===== src/rtl/ebpc_pkg.sv =====
// rtl/ebpc_pkg.sv - shared widths and state types for the EBPC decompression path
package ebpc_pkg;

    localparam int DATA_W           = 8;
    localparam int LOG_MAX_ZRLE_LEN = 4;
    localparam int MAX_ZRLE_LEN     = 1 << LOG_MAX_ZRLE_LEN;
    localparam int ZRLE_CNT_W       = 12;
    localparam int ZRLE_FILL_W      = $clog2(2 * DATA_W + 1);
    localparam int ZRLE_RUN_W       = LOG_MAX_ZRLE_LEN + 1;

    typedef enum logic [1:0] {
        ZRLD_IDLE,
        ZRLD_DECODE,
        ZRLD_ZEROS,
        ZRLD_DRAIN
    } zrld_state_t;

endpackage


===== src/rtl/zrld.sv =====
// rtl/zrld.sv - zero-run-length decoder, packed ZRLE words to one zero/non-zero flag per cycle
module zrld
    import ebpc_pkg::*;
(
    input  logic                  clk_i,
    input  logic                  rst_ni,
    input  logic [DATA_W-1:0]     data_i,
    input  logic                  last_i,
    input  logic [ZRLE_CNT_W-1:0] num_bits_i,
    input  logic                  vld_i,
    output logic                  rdy_o,
    output logic                  is_one_o,
    output logic                  last_o,
    output logic                  vld_o,
    input  logic                  rdy_i,
    output logic                  idle_o,
    output logic                  err_o
);

    localparam int BUF_W = 2 * DATA_W;
    localparam int SYM_W = 1 + LOG_MAX_ZRLE_LEN;

    zrld_state_t              state_q, state_d;
    logic [BUF_W-1:0]         buf_q, buf_d;
    logic [ZRLE_FILL_W-1:0]   fill_q, fill_d;
    logic [ZRLE_CNT_W-1:0]    rem_q, rem_d;
    logic [ZRLE_RUN_W-1:0]    run_q, run_d;
    logic                     seen_last_q, seen_last_d;

    logic                        msb;
    logic [LOG_MAX_ZRLE_LEN-1:0] field;
    logic                        have_sym;
    logic [BUF_W-1:0]            word_al;
    logic [ZRLE_FILL_W-1:0]      consume;
    logic [ZRLE_FILL_W-1:0]      left;
    logic                        in_hs;
    logic                        out_hs;
    logic                        trunc;
    logic                        clear;

    assign msb      = buf_q[BUF_W-1];
    assign field    = buf_q[BUF_W-2 -: LOG_MAX_ZRLE_LEN];
    assign have_sym = fill_q >= ZRLE_FILL_W'(SYM_W);
    assign word_al  = {data_i, {DATA_W{1'b0}}};

    always_comb begin
        state_d     = state_q;
        buf_d       = buf_q;
        fill_d      = fill_q;
        rem_d       = rem_q;
        run_d       = run_q;
        seen_last_d = seen_last_q;
        rdy_o       = 1'b0;
        idle_o      = 1'b0;
        vld_o       = 1'b0;
        is_one_o    = 1'b0;
        last_o      = 1'b0;
        err_o       = 1'b0;
        consume     = '0;
        left        = '0;
        in_hs       = 1'b0;
        out_hs      = 1'b0;
        trunc       = 1'b0;
        clear       = 1'b0;

        case (state_q)
            ZRLD_IDLE: begin
                rdy_o  = 1'b1;
                idle_o = !vld_i;
                if (vld_i) begin
                    buf_d       = word_al;
                    fill_d      = ZRLE_FILL_W'(DATA_W);
                    rem_d       = num_bits_i;
                    run_d       = '0;
                    seen_last_d = last_i;
                    if (num_bits_i == '0) begin
                        state_d = last_i ? ZRLD_IDLE : ZRLD_DRAIN;
                    end else begin
                        state_d = ZRLD_DECODE;
                    end
                end
            end
            ZRLD_DECODE: begin
                rdy_o = (fill_q <= ZRLE_FILL_W'(DATA_W)) && !seen_last_q;
                if (fill_q != '0 && msb) begin
                    vld_o    = 1'b1;
                    is_one_o = 1'b1;
                    if (rdy_i) consume = ZRLE_FILL_W'(1);
                end else if (!msb && have_sym) begin
                    // The symbol itself carries the first zero; run holds the rest.
                    vld_o = 1'b1;
                    trunc = field != '0;
                    if (rdy_i) begin
                        consume = ZRLE_FILL_W'(SYM_W);
                        run_d   = ZRLE_RUN_W'(field);
                        if (field != '0) state_d = ZRLD_ZEROS;
                    end
                end else if (seen_last_q) begin
                    err_o   = 1'b1;
                    state_d = ZRLD_IDLE;
                    clear   = 1'b1;
                end
            end
            ZRLD_ZEROS: begin
                rdy_o = (fill_q <= ZRLE_FILL_W'(DATA_W)) && !seen_last_q;
                vld_o = 1'b1;
                trunc = run_q > ZRLE_RUN_W'(1);
                if (rdy_i) begin
                    run_d = run_q - ZRLE_RUN_W'(1);
                    if (run_q == ZRLE_RUN_W'(1)) state_d = ZRLD_DECODE;
                end
            end
            ZRLD_DRAIN: begin
                rdy_o = 1'b1;
                if (vld_i && last_i) begin
                    state_d = ZRLD_IDLE;
                    clear   = 1'b1;
                end
            end
            default: begin
                state_d = ZRLD_IDLE;
                clear   = 1'b1;
            end
        endcase

        // Shift out consumed bits first, then land the new word just below what remains.
        if (state_q == ZRLD_DECODE || state_q == ZRLD_ZEROS) begin
            left   = fill_q - consume;
            buf_d  = buf_q << consume;
            fill_d = left;
            in_hs  = vld_i && rdy_o;
            if (in_hs) begin
                buf_d       = buf_d | (word_al >> left);
                fill_d      = left + ZRLE_FILL_W'(DATA_W);
                seen_last_d = last_i;
            end
        end

        out_hs = vld_o && rdy_i;
        last_o = vld_o && (rem_q == ZRLE_CNT_W'(1));
        if (out_hs) rem_d = rem_q - ZRLE_CNT_W'(1);
        if (out_hs && last_o) begin
            err_o   = trunc;
            state_d = (seen_last_q || (in_hs && last_i)) ? ZRLD_IDLE : ZRLD_DRAIN;
            clear   = 1'b1;
        end

        if (clear) begin
            buf_d  = '0;
            fill_d = '0;
            run_d  = '0;
        end
    end

    always_ff @(posedge clk_i or negedge rst_ni) begin
        if (!rst_ni) begin
            state_q     <= ZRLD_IDLE;
            buf_q       <= '0;
            fill_q      <= '0;
            rem_q       <= '0;
            run_q       <= '0;
            seen_last_q <= 1'b0;
        end else begin
            state_q     <= state_d;
            buf_q       <= buf_d;
            fill_q      <= fill_d;
            rem_q       <= rem_d;
            run_q       <= run_d;
            seen_last_q <= seen_last_d;
        end
    end

endmodule


===== config.mk =====
export PLATFORM = sky130hd
export DESIGN_NAME = zrld
export DESIGN_NICKNAME = d
export VERILOG_FILES = /design/src/rtl/ebpc_pkg.sv /design/src/rtl/zrld.sv
export SDC_FILE = /design/constraint.sdc
export NUM_CORES = 1
export LEC_CHECK = 0
export ABC_AREA = 1
export BUFFER_PORTS_ARGS = -buffer_cell sky130_fd_sc_hd__buf_2
export CORE_ASPECT_RATIO = 1.25
export CORE_MARGIN = 4
export CORE_UTILIZATION = 45
export CTS_CLUSTER_DIAMETER = 80
export CTS_CLUSTER_SIZE = 24
export DETAILED_ROUTE_END_ITERATION = 8
export PLACE_DENSITY = 0.64
export RECOVER_POWER = 50
export REMOVE_ABC_BUFFERS = 1
export SLEW_MARGIN = 0
export SYNTH_ARGS = -nofsm -noshare
export SYNTH_HDL_FRONTEND = slang
export SYNTH_SLANG_ARGS = --single-unit

===== constraint.sdc =====
create_clock -name clk_i -period 3.2 [get_ports clk_i]
set_input_delay 0 -clock clk_i [delete_from_list [all_inputs] [get_ports clk_i]]
set_output_delay 0 -clock clk_i [all_outputs]
set_load 0.05 [all_outputs]

==> results of run 1 <==
-- stage by stage --
stage / setup WS [ns] / instance area [um2]
CTS: 0.312 / 4150
floorplan: 0.398 / 3630
detailed placement: 0.318 / 3940
global placement: 0.379 / 3940
global route: 0.0141 / 4140
finish: 0.302 / 4140
-- power groups by stage --
stage / Combinational [mW] / Clock (mW) / Sequential, mW
after floorplan: 2.31 / 0 / 0.917
after global placement: 2.99 / 0 / 0.965
after detailed placement: 3.04 / 0 / 0.970
after CTS: 3.06 / 0.460 / 0.960
after global routing: 3.48 / 0.484 / 0.990
final: 3.08 / 0.452 / 0.965
-- final cells by class --
cell class / instances / share of cell area [%]
Multi-Input combinational cell: 461 / 56.3
Inverter: 71 / 6.55
Tap cell: 95 / 2.87
Clock inverter: 3 / 1.12
Timing Repair Buffer: 45 / 6.77
Clock buffer: 5 / 1.66
Sequential cell: 41 / 24.8
-- routing by layer --
metal	global-route usage, %	vias up	wire, um
met5	0	-	0
met3	2.62	15	413
li1	-	1980	-
met1	26.5	1837	4490
met2	43.2	106	5560
met4	8.62	0	214
-- kinds of logic after synthesis --
group,after synthesis,synth area share [%]
DFF,41,27.6
muxes,1,0.269
adders and majority gates,11,3.70
buffers and inverters,84,9.69
AOI/OAI and AO/OA,76,11.0
and+or+nand+nor,363,45.3
xor gates and xnor gates,10,2.36
-- registers in the layout (all words and copies together), names as in the netlist --
| signal | flops |
|---|---|
| seen_last_q | 1 |
| buf_q | 16 |
| rem_q | 12 |
| run_q | 5 |
| fill_q | 5 |
| state_q | 2 |
-- layout by cell type (no fill, tap or decap), drive strengths merged --
| cell type | synthesis | routed |
|---|---|---|
| nand4 | 4 | 4 |
| bufinv | 0 | 1 |
| o21ai | 50 | 50 |
| clkinv | 2 | 3 |
| a31oi | 1 | 1 |
| nand3 | 107 | 107 |
| xor2 | 7 | 7 |
| a21oi | 12 | 12 |
| mux2i | 1 | 1 |
| xnor2 | 3 | 3 |
| ha | 11 | 11 |
| o211ai | 3 | 3 |
| nand2 | 199 | 199 |
| or2 | 4 | 4 |
| dfrtp | 41 | 41 |
| o31ai | 2 | 2 |
| clkinvlp | 0 | 1 |
| clkbuf | 1 | 9 |
| nor2 | 46 | 46 |
| o21a | 1 | 1 |
| o22ai | 6 | 6 |
| a211oi | 1 | 1 |
| nor3 | 3 | 3 |
| buf | 12 | 32 |
| dlygate4sd3 | 0 | 9 |
| inv | 69 | 69 |
-- worst register-to-register path: stages (launching register included) --
cell and delay (ns):
sky130_fd_sc_hd__dfrtp_1 0.42, sky130_fd_sc_hd__inv_1 0.10, sky130_fd_sc_hd__ha_1 0.32, sky130_fd_sc_hd__nand2_1 0.15, sky130_fd_sc_hd__nor2_1 0.30, sky130_fd_sc_hd__ha_1 0.40, sky130_fd_sc_hd__inv_1 0.17, sky130_fd_sc_hd__o21ai_0 0.23
sky130_fd_sc_hd__nand2_1 0.11, sky130_fd_sc_hd__nand3_1 0.09, sky130_fd_sc_hd__nand2_1 0.10, sky130_fd_sc_hd__a21oi_1 0.17, sky130_fd_sc_hd__nand3_1 0.09, sky130_fd_sc_hd__nand3_1 0.09, sky130_fd_sc_hd__nand2_1 0.06
-- how the worst max path moves through the flow --
stage                                 from                    end  slack [ns]  depth (start not counted)
floorplan           state_q[1]$_DFFE_PN0P_   buf_q[3]$_DFFE_PN0P_        0.40                         16
CTS                 state_q[1]$_DFFE_PN0P_  buf_q[10]$_DFFE_PN0P_        0.31                         14
detailed placement  state_q[1]$_DFFE_PN0P_  buf_q[10]$_DFFE_PN0P_        0.32                         14
global route        state_q[1]$_DFFE_PN0P_  buf_q[10]$_DFFE_PN0P_        0.01                         14
finish              state_q[1]$_DFFE_PN0P_  buf_q[10]$_DFFE_PN0P_        0.30                         14
global placement    state_q[1]$_DFFE_PN0P_  buf_q[10]$_DFFE_PN0P_        0.38                         14
-- repair_timing --
item                                   in CTS  in global routing
gates resized for setup                     0                  0
hold buffers                                9                  0
endpoints found under the hold margin      49                  0
==> impl_metrics.toml, run 1 <==
[status]
status = "finished, violations left"
failed_checks = "capacitance limit, slew limit"

[clock_network]
numCtsBuffers = 5
clock_tree_from_tritoncts = "yes"
cts_sinks = 41
clk_latency_ns = 0.32
clock_tree.root_cell = "sky130_fd_sc_hd__clkbuf_8"
cts_max_level = 2
cts.reportedPaths.clkPinSlew_ns = 0.09
cts_buffer_depth = 2
cts_post_setup_buffers_inserted = 0

[hold_path]
timing.hold.worst.class = "in -> reg"
worstHoldPathCells = 3
worstHoldEndpoint = "seen_last_q$_DFF_PN0_"
hp-start = "last_i"

[synthesis]
synth_largest_type_area_fraction_pct = 27.6
post-synth-top-count-cell = "sky130_fd_sc_hd__nand2_1"
yosys.area.top_type = "sky130_fd_sc_hd__dfrtp_1"
synth_enable_flop_cells = 0
synth.yosys.warnings = 0
syn_avg_cell_area_um2 = 6.34
yosys-top-cells-count = "sky130_fd_sc_hd__nand2_1, sky130_fd_sc_hd__nand3_1, sky130_fd_sc_hd__inv_1"
netlist_area_mm2 = 0.00372
synth_seq_cells = 41
synthCells = 586
primary_ff_master_synth = "sky130_fd_sc_hd__dfrtp_1"
sequential_fraction_of_the_synthesis_area_pct = 27.6
async_flop_share_pct = 100
synthTopCellsByArea = "sky130_fd_sc_hd__dfrtp_1, sky130_fd_sc_hd__nand2_1, sky130_fd_sc_hd__nand3_1"
yosys.cell_types.count = 40

[sta]
post_route_fraction_of_the_period_consumed_by_the_critical_path_pct = 90.6
fin_tns_setup_ns = 0
clock_tree_skew_after_final_layout_ns = 0.00870
slew_headroom_pct = -57.5
finalSetupViolations = 0
worstMarginPinSlew_ns = 2.36
final.hold.worst_slack_ns = 0.0107
report.final.hold_viol_count = 0
fmax_ghz = 0.345
grt_setup_unrepaired = "false"
min_period_ns = 2.90
drv_slew = 42

[cells_and_area]
area_growth_pct = 11.4
insertedDiodeCount = 0
finish.net_count = 661
area_used_by_multi_input_combinational_logic_mm2 = 0.00233
instances_no_fill = 721
area.sequential_mm2 = 0.00103
final_core_area_utilization_pct = 52.3
drive_above_1_share_pct = 13.1
fillCellCount = 826

[pwr]
clock_power_share_pct = 10.1
p_switching_mw = 2.53
switching_share_pct = 56.3
cell_internal_pwr_mw = 1.96
power_density_mw_per_mm2 = 1080
power.static_leakage_nw = 2.19
total_power_consumption_mw = 4.49
combPwrFrac_pct = 68.5
power.ir.vdd_worst_mv = 0.591
sequentialPowerShare_pct = 21.5

[die]
site_rows = 36
die_h_um = 110
initial_standard_cell_utilization_of_the_core_pct = 46.9
die_area_mm2 = 0.00979
io-pin-count = 31
core_area_mm2 = 0.00793
die_w_um = 89.3

[drt]
route.antenna.remaining_nets = 0
vias = 3938
drc_errors = 0
first_pass_iters = 5
route.detailed.vias_per_inst = 5.46
wl_um = 10700
detail_route.wl_per_cell_um = 14.8
drtIter0Drc = 244

[flow_run]
max_cap_violations = 1

[placed_design]
placement.io_buffers = 30
detailedPlacementHpwl_um = 8210
gpl.final_weighted_congestion = 0.949
placed_cells_incl_taps = 704

[critical_path]
worst_path_dominant_cell_family = "simple AND/OR/NAND/NOR gates"
cp.buffers_inverters = 2
cp_dominant_cell_by_count = "sky130_fd_sc_hd__nand2_1"
worstRegToRegCells = 14
worst_ep_required_time_ns = 3.41
max_stage_delay_ns = 0.42
cp_cell_sequence = "inv_1 -> ha_1 -> nand2_1 -> nor2_1 -> ha_1 -> inv_1 -> o21ai_0 -> nand2_1 -> nand3_1 -> nand2_1 -> a21oi_1 -> nand3_1 -> nand3_1 -> nand2_1"
timing.critical_path.slowest_stage_cell = "sky130_fd_sc_hd__dfrtp_1"
regToRegEndpoint = "buf_q[10]$_DFFE_PN0P_"
criticalPathCategory = "reg -> reg"
timing.reg2reg.setup_slack_ns = 0.30
critical_path.startpoint_type = "register"
r2r-start = "state_q[1]$_DFFE_PN0P_"
worstPathArrival_ns = 3.11
end_kind = "register"
worst-path-max-fanout = 14

[global_routing]
grt_max_degree = 42
first_global_vias = 3759
grt_first_pass_wirelength_um = 17700
grt_usage_pct = 23.2
globalRoute.totalOverflow = 0
antenna_found_initial = 0
Note: power is estimated with default switching activity, not from simulation.
==> run 2: changes to the inputs <==
Settings changed: SETUP_SLACK_MARGIN from default to 0.4.
==> run 2 against run 1 <==
The flow still finishes with violations (capacitance limit, slew limit); cell count did not move; non-clock buffer count unchanged; critical path type unchanged; via count is 0.81% lower; largest cell class unchanged; cell area increased by 0.88%; sequential cell count did not move; wire length down 0.36%; count of clock-buffer cells in the layout unchanged; clock skew is 0.0022 ns higher.
==> impl_metrics.toml, run 2 (synthesis results as in run 1) <==
[sta]
report.final.hold_viol_count = 0
grt_setup_unrepaired = "true"
slew_headroom_pct = -57.9
clock_tree_skew_after_final_layout_ns = 0.0109
fmax_ghz = 0.385
min_period_ns = 2.60
drv_slew = 42
worstMarginPinSlew_ns = 2.37
finalSetupViolations = 0
post_route_fraction_of_the_period_consumed_by_the_critical_path_pct = 81.1
fin_tns_setup_ns = 0

[clock_network]
cts.reportedPaths.clkPinSlew_ns = 0.09
clk_latency_ns = 0.32
cts_max_level = 2
clock_tree.root_cell = "sky130_fd_sc_hd__clkbuf_8"
clock_tree_from_tritoncts = "yes"
cts_buffer_depth = 2
cts_sinks = 41
numCtsBuffers = 5
cts_post_setup_buffers_inserted = 0

[hold_path]
hp-start = "last_i"
worstHoldPathCells = 3
timing.hold.worst.class = "in -> reg"
worstHoldEndpoint = "seen_last_q$_DFF_PN0_"

[critical_path]
worstPathArrival_ns = 2.81
worstRegToRegCells = 17
end_kind = "register"
worst-path-max-fanout = 17
regToRegEndpoint = "buf_q[10]$_DFFE_PN0P_"
critical_path.startpoint_type = "register"
worst_ep_required_time_ns = 3.41
timing.reg2reg.setup_slack_ns = 0.60
criticalPathCategory = "reg -> reg"
r2r-start = "state_q[1]$_DFFE_PN0P_"

[cells_and_area]
reg.largest.list = "buf_q: 16 flops, rem_q: 12 flops"
post-route-cell-area_mm2 = 0.00418
finish.net_count = 661
insertedDiodeCount = 0
max_ffs_per_register = 16
area_growth_pct = 12.4
top_register = "buf_q"
final_cell_mix = "sky130_fd_sc_hd__nand2_1, sky130_fd_sc_hd__nand3_1, sky130_fd_sc_hd__inv_1, sky130_fd_sc_hd__o21ai_0, sky130_fd_sc_hd__dfrtp_1"
drive_above_1_share_pct = 13.7
most_common_cell_after_layout_fill_and_taps_aside = "sky130_fd_sc_hd__nand2_1"

[drt]
wl_um = 10600
route.detailed.vias_per_inst = 5.42
detail_route.wl_per_cell_um = 14.8
drc_errors = 0
vias = 3906
route.antenna.remaining_nets = 0
first_pass_iters = 5
drtIter0Drc = 258

[die]
core_area_mm2 = 0.00793
site_rows = 36
io-pin-count = 31
die_h_um = 110
die_w_um = 89.3
initial_standard_cell_utilization_of_the_core_pct = 46.9
die_area_mm2 = 0.00979

[placed_design]
area_of_placed_instances_mm2 = 0.00394
detailedPlacementHpwl_um = 8210
gpl.final_weighted_congestion = 0.949
placement.io_buffers = 30

[pwr]
power.static_leakage_nw = 2.19
power_density_mw_per_mm2 = 1090
power.ir.vdd_worst_mv = 0.635

[flow_run]
max_cap_violations = 1

[global_routing]
first_global_vias = 3756
grt_first_pass_wirelength_um = 17700
grt_max_degree = 42
grt_usage_pct = 23.2
antenna_found_initial = 0
globalRoute.totalOverflow = 0

[status]
status = "finished, violations left"
failed_checks = "capacitance limit, slew limit"
[run 2: worst max path at each step]
stage / start / end / slack, ns
after floorplan: state_q[1]$_DFFE_PN0P_ / buf_q[3]$_DFFE_PN0P_ / 0.40
after global placement: state_q[1]$_DFFE_PN0P_ / buf_q[10]$_DFFE_PN0P_ / 0.38
after detailed placement: state_q[1]$_DFFE_PN0P_ / buf_q[10]$_DFFE_PN0P_ / 0.32
after CTS: state_q[1]$_DFFE_PN0P_ / buf_q[2]$_DFFE_PN0P_ / 0.47
after global routing: rst_ni / buf_q[7]$_DFFE_PN0P_ / 0.33
final: state_q[1]$_DFFE_PN0P_ / buf_q[10]$_DFFE_PN0P_ / 0.60
[run 2: layout make-up]
type / count / area [um2]
Tap cell: 95 / 119
Timing Repair Buffer: 45 / 284
Fill cell: 824 / 3750
Clock inverter: 3 / 46.3
Clock buffer: 5 / 68.8
Sequential cell: 41 / 1030
Multi-Input combinational cell: 461 / 2360
Inverter: 71 / 274
[run 2: report_power, final]
part / switching (mW) / internal (mW) / total [mW] / leakage [nW]
clock: 0.216 / 0.234 / 0.450 / 0.0543
combinational: 2.10 / 1.02 / 3.12 / 1.62
sequential: 0.221 / 0.747 / 0.968 / 0.518
total: 2.54 / 2.00 / 4.54 / 2.19
[run 2: layer usage]
metal / track usage (%) / vias to the layer above / part of all wire, %
li1: - / 1982 / -
met1: 26.6 / 1821 / 42
met2: 43.4 / 88 / 52
met3: 2.62 / 15 / 3.9
met4: 8.19 / 0 / 1.8
met5: 0 / - / 0
[run 2: timing repair]
| action | 4_1_cts | 5_1_grt |
|---|---|---|
| pin swaps | 0 | 1 |
| hold endpoints to repair | 49 | 0 |
| setup endpoints to repair | 9 | 15 |
| resized for setup | 3 | 7 |
| hold buffers | 9 | 0 |
[run 2: critical path, cell delays in order (launching register included)]
cell and delay [ns]:
sky130_fd_sc_hd__dfrtp_1 0.42, sky130_fd_sc_hd__inv_1 0.13, sky130_fd_sc_hd__ha_4 0.19, sky130_fd_sc_hd__nand2_1 0.11, sky130_fd_sc_hd__nor2_2 0.17, sky130_fd_sc_hd__inv_4 0.11
sky130_fd_sc_hd__ha_1 0.31, sky130_fd_sc_hd__inv_1 0.06, sky130_fd_sc_hd__nand2_1 0.05, sky130_fd_sc_hd__nand2_1 0.06, sky130_fd_sc_hd__buf_6 0.16, sky130_fd_sc_hd__inv_2 0.11
sky130_fd_sc_hd__nand3_1 0.10, sky130_fd_sc_hd__nand2_1 0.09, sky130_fd_sc_hd__a21oi_1 0.17, sky130_fd_sc_hd__nand3_1 0.09, sky130_fd_sc_hd__nand3_1 0.10, sky130_fd_sc_hd__nand2_1 0.06
[run 2: through the flow]
step                      worst slack (ns)  hold slack, ns  util (%)  total power, mW  std cells
after floorplan                      0.398          -0.296         -             3.22        573
after global placement               0.379           0.219      49.7             3.96        704
after detailed placement             0.318           0.218      49.7             4.01        704
after CTS                            0.469        0.000421      52.4             4.49        721
after global routing                 0.329          0.0428      52.7             5.01        721
final                                0.604         0.00980      52.7             4.54        721
